### src/rtl/mips_btb.sv
// ---------------------------------------------------------------------------
// mips_btb -- direct-mapped branch target buffer with 2-bit direction counters
//
// Purpose:
//   Predicts the next fetch PC for the instruction at LookupPc. Each entry
//   holds a valid bit, a tag, a branch target and a 2-bit saturating counter.
//   Lookup is purely combinational from the registered array. Resolved
//   branches train the array on the following rising edge.
//
// Ports:
//   ClockPulse    in   1       rising-edge clock for all state
//   Reset         in   1       asynchronous active-high reset
//   LookupPc      in   ADDR_W  PC being fetched
//   Hit           out  1       valid entry with matching tag for LookupPc
//   PredictTaken  out  1       predicted direction (Hit AND counter MSB)
//   PredictedPc   out  ADDR_W  target if predicted taken, else LookupPc+4
//   UpdateEn      in   1       a resolved branch is presented this cycle
//   UpdatePc      in   ADDR_W  PC of the resolved branch
//   UpdateTaken   in   1       resolved direction
//   UpdateTarget  in   ADDR_W  resolved target address
//   Flush         in   1       invalidate every entry (wins over UpdateEn)
// ---------------------------------------------------------------------------
module mips_btb #(
   parameter int ADDR_W  = 32,
   parameter int ENTRIES = 16
) (
   input  logic              ClockPulse,
   input  logic              Reset,
   input  logic [ADDR_W-1:0] LookupPc,
   output logic              Hit,
   output logic              PredictTaken,
   output logic [ADDR_W-1:0] PredictedPc,
   input  logic              UpdateEn,
   input  logic [ADDR_W-1:0] UpdatePc,
   input  logic              UpdateTaken,
   input  logic [ADDR_W-1:0] UpdateTarget,
   input  logic              Flush
);

   localparam int IDX_W = $clog2(ENTRIES);
   localparam int TAG_W = ADDR_W - IDX_W - 2;

   // Counter encodings: MSB set means "predict taken".
   localparam logic [1:0] CTR_STRONG_NT = 2'b00;
   localparam logic [1:0] CTR_WEAK_NT   = 2'b01;
   localparam logic [1:0] CTR_WEAK_T    = 2'b10;
   localparam logic [1:0] CTR_STRONG_T  = 2'b11;

   // ------------------------------------------------------------------------
   // Entry storage
   // ------------------------------------------------------------------------
   logic              valid_q  [ENTRIES];
   logic              valid_d  [ENTRIES];
   logic [TAG_W-1:0]  tag_q    [ENTRIES];
   logic [TAG_W-1:0]  tag_d    [ENTRIES];
   logic [ADDR_W-1:0] target_q [ENTRIES];
   logic [ADDR_W-1:0] target_d [ENTRIES];
   logic [1:0]        ctr_q    [ENTRIES];
   logic [1:0]        ctr_d    [ENTRIES];

   // ------------------------------------------------------------------------
   // Saturating counter helpers
   // ------------------------------------------------------------------------
   function automatic logic [1:0] ctr_inc(input logic [1:0] c);
      return (c == CTR_STRONG_T) ? c : c + 2'b01;
   endfunction

   function automatic logic [1:0] ctr_dec(input logic [1:0] c);
      return (c == CTR_STRONG_NT) ? c : c - 2'b01;
   endfunction

   // ------------------------------------------------------------------------
   // Address decomposition. PC[1:0] never participates: instructions are
   // word aligned, so those bits carry no information for the predictor.
   // ------------------------------------------------------------------------
   logic [IDX_W-1:0] lk_idx;
   logic [TAG_W-1:0] lk_tag;
   logic [IDX_W-1:0] up_idx;
   logic [TAG_W-1:0] up_tag;
   logic             unused_pc_bits;

   assign lk_idx = LookupPc[IDX_W+1:2];
   assign lk_tag = LookupPc[ADDR_W-1:IDX_W+2];
   assign up_idx = UpdatePc[IDX_W+1:2];
   assign up_tag = UpdatePc[ADDR_W-1:IDX_W+2];

   assign unused_pc_bits = ^{LookupPc[1:0], UpdatePc[1:0]};

   // ------------------------------------------------------------------------
   // Lookup path: reads the registered array only, so a same-cycle update
   // to the looked-up index is not visible until the following cycle.
   // ------------------------------------------------------------------------
   logic lk_hit;
   logic lk_taken;

   always_comb begin
      // NOTE: combinational blocks use blocking '=' and give every output a
      // default first so no path leaves a signal unassigned (no latches).
      lk_hit      = 1'b0;
      lk_taken    = 1'b0;
      PredictedPc = LookupPc + ADDR_W'(4);

      // Reset is folded in explicitly so the outputs are forced the instant
      // Reset rises, independent of how the array reset is implemented.
      if (!Reset) begin
         lk_hit   = valid_q[lk_idx] && (tag_q[lk_idx] == lk_tag);
         lk_taken = lk_hit && ctr_q[lk_idx][1];
         if (lk_taken) begin
            PredictedPc = target_q[lk_idx];
         end
      end
   end

   assign Hit          = lk_hit;
   assign PredictTaken = lk_taken;

   // ------------------------------------------------------------------------
   // Update path: compute next contents of the whole array.
   // ------------------------------------------------------------------------
   logic up_hit;

   assign up_hit = valid_q[up_idx] && (tag_q[up_idx] == up_tag);

   always_comb begin
      for (int i = 0; i < ENTRIES; i++) begin
         valid_d[i]  = valid_q[i];
         tag_d[i]    = tag_q[i];
         target_d[i] = target_q[i];
         ctr_d[i]    = ctr_q[i];
      end

      if (Flush) begin
         // Only valid bits are cleared; stale tags/targets/counters become
         // unreachable and are overwritten by the next allocation.
         for (int i = 0; i < ENTRIES; i++) begin
            valid_d[i] = 1'b0;
         end
      end else if (UpdateEn) begin
         if (up_hit) begin
            if (UpdateTaken) begin
               ctr_d[up_idx]    = ctr_inc(ctr_q[up_idx]);
               target_d[up_idx] = UpdateTarget;
            end else begin
               ctr_d[up_idx]    = ctr_dec(ctr_q[up_idx]);
            end
         end else if (UpdateTaken) begin
            // Allocate (replacing any alias) starting weakly taken, so one
            // not-taken outcome is enough to flip the prediction.
            valid_d[up_idx]  = 1'b1;
            tag_d[up_idx]    = up_tag;
            target_d[up_idx] = UpdateTarget;
            ctr_d[up_idx]    = CTR_WEAK_T;
         end
         // A not-taken miss is not worth an entry: the fall-through PC is
         // already the default prediction.
      end
   end

   // ------------------------------------------------------------------------
   // State registers
   // ------------------------------------------------------------------------
   always_ff @(posedge ClockPulse or posedge Reset) begin
      if (Reset) begin
         // NOTE: the array is deliberately reset (not left to power-up
         // values) so counters start weakly not-taken and tags/targets are
         // deterministic; this costs a reset fan-out to every entry bit.
         for (int i = 0; i < ENTRIES; i++) begin
            valid_q[i]  <= 1'b0;
            tag_q[i]    <= '0;
            target_q[i] <= '0;
            ctr_q[i]    <= CTR_WEAK_NT;
         end
      end else begin
         // NOTE: sequential state uses non-blocking '<=' so every flop
         // samples the pre-edge values regardless of statement order.
         for (int i = 0; i < ENTRIES; i++) begin
            valid_q[i]  <= valid_d[i];
            tag_q[i]    <= tag_d[i];
            target_q[i] <= target_d[i];
            ctr_q[i]    <= ctr_d[i];
         end
      end
   end

endmodule

### config.mk
export PLATFORM = sky130hd
export DESIGN_NAME = mips_btb
export DESIGN_NICKNAME = d
export VERILOG_FILES = /design/src/rtl/mips_btb.sv
export SDC_FILE = /design/constraint.sdc
export NUM_CORES = 2
export LEC_CHECK = 0
export CAP_MARGIN = 10
export CORE_MARGIN = 2
export CORE_UTILIZATION = 46
export DETAILED_ROUTE_END_ITERATION = 16
export PLACE_DENSITY = 0.62
export SYNTH_ARGS = -nofsm -noshare
export SYNTH_HDL_FRONTEND = slang
export SYNTH_SLANG_ARGS = --single-unit
### constraint.sdc
create_clock -name ClockPulse -period 48.8 [get_ports ClockPulse]
set_clock_uncertainty 0.2 [all_clocks]
set_input_delay 9.76 -clock ClockPulse [delete_from_list [all_inputs] [get_ports ClockPulse]]
set_output_delay 9.76 -clock ClockPulse [all_outputs]
set_load 0.03 [all_outputs]
# Word-level counts from Yosys, hierarchy flattened
# Cells that the tools add are included.
# Widths: inputs -> output; s select.
dict set report op_classes {
  n_addsub 3
  mul 0
  div 0
  order_cmp 3
  eq_ne 4
  n_shift 0
  n_mux 46
  bitwise_logic 8
  n_reduce_logical 12
}
# op n
set op_table {}
lappend op_table {{$bwmux 512} 1}
lappend op_table {{$bwmux 416} 1}
lappend op_table {{$mux 32} 8}
lappend op_table {{$bmux 26 s4} 2}
lappend op_table {{$mux 26} 5}
lappend op_table {{$bmux 32 s4} 1}
lappend op_table {{$demux 32 s4} 1}
lappend op_table {{$demux 26 s4} 1}
lappend op_table {{$bwmux 32} 2}
lappend op_table {{$mux 16} 4}
lappend op_table {{$eq 26x26->1} 2}
lappend op_table {{$add 32x3->32 const B} 1}
lappend op_table {{$or 16x16->16} 2}
lappend op_table {{$and 16x16->16} 1}
lappend op_table {{$bmux 2 s4} 2}
lappend op_table {{$not 16->16} 1}
lappend op_table {{$mux 2} 7}
lappend op_table {{$ge 5x5->1 const B} 2}
lappend op_table {{$not 4->5} 2}
lappend op_table {{$reduce_and 3->1} 3}
lappend op_table {{$bmux 1 s4} 2}
lappend op_table {{$demux 2 s4} 1}
lappend op_table {{$mux 1} 7}
lappend op_table {{$reduce_bool 2->1} 3}
lappend op_table {{other kinds (10)} 14}
dict set report totals {
  reg_bits 976
  latch_bits 0
  mem_bits_rw 0
  rom_bits 0
  in_bits 101
  output_inout_bits 34
  word_cells 140
  mem_count 0
}

# Logic depth before layout (Yosys ltp)
dict set report logic_depth {
  ltp_word 10
  ltp_mapped 17
  mapped_depth_nobuf 9
}

# Least setup slack after synthesis
# OpenSTA, ideal clock, no wires.
dict set report synth_timing {
  path_type {input to output}
  start {input Reset}
  end {output PredictedPc[2]}
  t_arrival_ps 35038
  required_ps 38840
  path_slack_ps 3802
  path_stages 8
  n_path_buf 2
  cell_sequence {inv_1 o311ai_0 nor4_1 nand4_1 or3_1 clkbuf_1 clkbuf_1 a21oi_1}
}
dict set report synth_via {
  elab_chain_cells 1
}
# element line
set synth_rtl {}
lappend synth_rtl {{start: declaration} 28} ;# input logic Reset,
lappend synth_rtl {{$mux 32} 105} ;# if (!Reset) begin
lappend synth_rtl {{end: declaration} 32} ;# output logic [ADDR_W-1:0] PredictedPc,
# No other way between the ends.

# Final worst setup path
dict set report layout_timing {
  start {input LookupPc[3]}
  end {output PredictedPc[18]}
}
dict set report layout_via {
  elab_chain_cells 9
  elab_cells_between_ends 19
  cone_classes {add/sub (1); eq/ne (1); mux (14); bitwise (1); reduce/logical (2)}
}
# element line
set layout_rtl {}
lappend layout_rtl {{start: declaration} 29} ;# input logic [ADDR_W-1:0] LookupPc,
lappend layout_rtl {{$not 4->5 (not written as such)} {106, 107, 109}}
lappend layout_rtl {{$bmux 26 s4} 106} ;# lk_hit = valid_q[lk_idx] && (tag_q[lk_idx] == lk_tag);
lappend layout_rtl {{$mux 26 (not written as such) (2 in series)} 106}
lappend layout_rtl {{$eq 26x26->1} 106}
lappend layout_rtl {{$logic_and 1x1->1} 106}
lappend layout_rtl {{$logic_and 1x1->1} 107} ;# lk_taken = lk_hit && ctr_q[lk_idx][1];
lappend layout_rtl {{$mux 32} 108} ;# if (lk_taken) begin
lappend layout_rtl {{$mux 32 *} 105}
# Every way passes the cells marked *; elsewhere a longest branch is shown, timed or not. The select of a mux whose other input is x is not followed.

==> reports/metrics.yaml <==
status: "completed"
slew_viol_final: 0
viasPerCell: 6.15
worst-path-buf-inv: 4
slowest_stage: "or3_2"
antenna_found_initial: 17
setup_violations: 0
synth-seq-area-share_pct: 49.1
port_buffers: 132
synth_flop_cell: "dfrtp_1"
grt_pass1_vias: 32200
dp_hpwl_microns: 84600
cts_sinks: 976
critPathMaxStageDelay_ns: 0.97
synth-edff-count: 0
hold_buffers: 0
fin_tns_setup_ns: 0
synth_warnings: 0
ys_async_sr_fraction_pct: 100
period_share_pct: 52.8
row_count: 120
avgRoutedWirePerCell_microns: 28.8
grt_start_max_net_pins: 175
grtUsageTotal_pct: 26.6
fmax_mhz: 38.8
routed_wl_microns: 146000
syn_to_final_growth_pct: 12.1
antenna_left: 0
syn_inst: 3568
rsz0062_at_grt: "false"
postSynthAreaPerCell_sq_um: 14.0
place.gp.congestion: 0.855
crit_family: "buffers and inverters"
post-place-ws_ns: 23.03
grt_first_pass_wirelength_microns: 219000
syn-cell-area_sq_um: 49800
drive_above_1_share_pct: 32.0
post-route-min-period_ns: 25.78
io_pins: 135
drt_first_pass_iters: 6
crit_fanout: 53
ys_seq_elements: 976
h-tree-depth: 3
max-clock-path-buffers: 3
crit_type: "in -> out"
clk_pin_slew_ns: 0.06
n_fill_cell: 9159
layout.nets: 3669
clockRootBuffer: "clkbuf_16"
synth_fp_nets: 3670
yosysUniqueCellTypes: 75
cts_resized: 0
power_density_nw_per_um2: 38.2
maxCapViolations: 0
hold_viol: 0
critPathMostFrequentCell: "buf_4"
drc: 0
cp-end-kind: "primary output"
crit_arrival_ns: 15.82
startpoint_type: "primary input"
chipHeight_microns: 333
vias: 31100
post_cts.repair.setup_buffers: 0
timing.final.ws_setup_ns: 23.02
hold_class: "reg -> reg"
die_area_sq_um: 111000
cts_tree: "done"
critPathRequiredTime_ns: 38.84
worstPathCellList: "buf_8 -> buf_4 -> buf_4 -> mux4_2 -> nor2b_1 -> a211oi_1 -> a31oi_1 -> xnor2_1 -> nand4_1 -> or3_2 -> mux2_2 -> clkdlybuf4s50_1"
leakagePower_uw: 0.0256
coreArea_sq_um: 107000
drt_iter0_drc: 2863
worst_pin_slew_ns: 1.25
slew_headroom_pct: 16.4
die_w_microns: 333
cts_buffers: 107
worst_hold_slack_ns: 0.270
ir_drop_uv: 28.7
clk_latency_ns: 0.74
initial_core_util_pct: 46.5
overflow: 0
-- worst reg2reg max path: cells and delay by family (launching register included) --
family | cells | cell delay (ns)
AO/OA/AOI/OAI | 2 | 0.62
flip-flops | 1 | 0.39
buffers and inverters | 2 | 0.83
multiplexers | 3 | 1.29
AND/OR/NAND/NOR | 4 | 2.01
-- metrics by stage --
stage          util, %  cells  power (uW)  instance area (sq um)
2_1_floorplan        -   3568        1210                  49800
3_3_place_gp      48.7   4861        1300                  52200
3_5_place_dp      48.7   4861        1310                  52200
4_1_cts           52.1   5058        2150                  55800
5_1_grt           52.1   5059        2220                  55800
6_report          52.1   5060        2130                  55800
-- synth_stat cells (5+ instances only) --
| library cell | count | area (sq um) |
|---|---|---|
| or4_1 | 8 | 60.1 |
| buf_4 | 31 | 233 |
| a31oi_1 | 11 | 68.8 |
| xnor2_1 | 35 | 307 |
| a22oi_1 | 14 | 105 |
| buf_6 | 11 | 124 |
| a211oi_1 | 15 | 113 |
| a21oi_1 | 14 | 70.1 |
| mux4_2 | 362 | 8150 |
| or3_1 | 5 | 31.3 |
| inv_1 | 15 | 56.3 |
| dfstp_2 | 16 | 420 |
| and2_1 | 9 | 56.3 |
| o22ai_1 | 10 | 62.6 |
| dfrtp_1 | 960 | 24000 |
| mux2i_1 | 124 | 1240 |
| nor4_1 | 10 | 62.6 |
| a21o_1 | 7 | 52.6 |
| nor2_1 | 57 | 214 |
| nand3_1 | 24 | 120 |
| clkbuf_1 | 184 | 691 |
| mux2_1 | 372 | 4190 |
| buf_1 | 27 | 101 |
| and3_1 | 13 | 81.3 |
| nand4_1 | 21 | 131 |
| buf_2 | 61 | 305 |
| nand2_1 | 461 | 1730 |
| nand2b_1 | 15 | 93.8 |
| nor2b_1 | 17 | 106 |
| mux2_2 | 491 | 5530 |
| nor2_2 | 6 | 37.5 |
| nor3_1 | 20 | 100 |
| o21ai_0 | 33 | 165 |
| xor2_1 | 35 | 307 |
-- path summary, 6_finish.rpt --
path | startpoint | to | slack (ns) | cells past startpoint
setup / recovery | LookupPc[3] | PredictedPc[18] | 23.02 | 12
hold / removal | target_q[304] | target_q[304] | 0.27 | 2
setup reg to reg | tag_q[108] | tag_q[50] | 43.31 | 11
hold reg to reg | target_q[304] | target_q[304] | 0.27 | 2
max in group asynchronous | Reset | tag_q[279] | 35.58 | 6
min in group asynchronous | Reset | target_q[68] | 9.23 | 2
-- cell type report --
cell class	count	area (sq um)	area share (%)
clock inverters	40	558	0.999
multi-input cells	2262	24000	43.0
clock buffers	157	3090	5.53
flip-flops and latches	976	24400	43.8
inverters	16	70.1	0.125
well taps	1403	1760	3.14
repair buffers	204	1910	3.41
diodes	2	5.00	0.00896
-- cell usage in the layout, fill, tap and decap left out, types with 5 or more instances in the layout --
| master | instances |
|---|---|
| dfrtp_1 | 960 |
| mux2_2 | 491 |
| nand2_1 | 454 |
| mux2_1 | 372 |
| mux4_2 | 362 |
| mux2i_1 | 124 |
| clkdlybuf4s50_1 | 124 |
| clkbuf_16 | 107 |
| buf_4 | 71 |
| nor2_1 | 45 |
| xor2_1 | 35 |
| xnor2_1 | 35 |
| o21ai_0 | 32 |
| clkbuf_1 | 28 |
| nand3_1 | 23 |
| clkbuf_8 | 23 |
| nand4_1 | 21 |
| nor3_1 | 20 |
| clkinv_2 | 20 |
| nor2_4 | 18 |
| nor2b_1 | 17 |
| dfstp_2 | 16 |
| a211oi_1 | 15 |
| a22oi_1 | 14 |
| a21oi_1 | 14 |
| inv_1 | 13 |
| and3_1 | 13 |
| a31oi_1 | 11 |
| o22ai_1 | 10 |
| nor4_1 | 10 |
| and2_1 | 9 |
| bufinv_16 | 9 |
| or4_1 | 8 |
| nand2b_2 | 8 |
| nand2b_1 | 7 |
| nand2_2 | 7 |
| a21o_1 | 7 |
| o21ai_1 | 5 |
-- power by group --
group	switching, uW	leakage (uW)	internal, uW	total [uW]
registers	62.5	0.0129	914	977
clock network	351	0.00179	488	839
logic	147	0.0108	173	319
-- per-layer routing --
| metal | vias up | track usage, % | routed length (microns) | part of all wire, % |
|---|---|---|---|---|
| met1 | 16800 | 37.5 | 63300 | 43 |
| li1 | 13200 | - | - | - |
| met4 | 22 | 7.78 | 3860 | 2.7 |
| met2 | 962 | 41.6 | 68200 | 47 |
| met5 | - | 0 | 145 | 0.099 |
| met3 | 225 | 5.53 | 10300 | 7.0 |
-- cell families after synthesis --
family | after synthesis | synth area share [%]
and+or+nand+nor | 695 | 6.22
muxes | 1349 | 38.4
adders and majority gates | 3 | 0.0653
xor gates and xnor gates | 70 | 1.23
buffers and inverters | 330 | 3.04
DFF | 976 | 49.1
AOI/OAI and AO/OA | 145 | 1.98
-- state kept, by name, indices dropped and copies added (netlist names) --
name,count
ctr_q,32
valid_q,16
tag_q,416
target_q,512
Note: power is estimated with default switching activity, not from simulation.
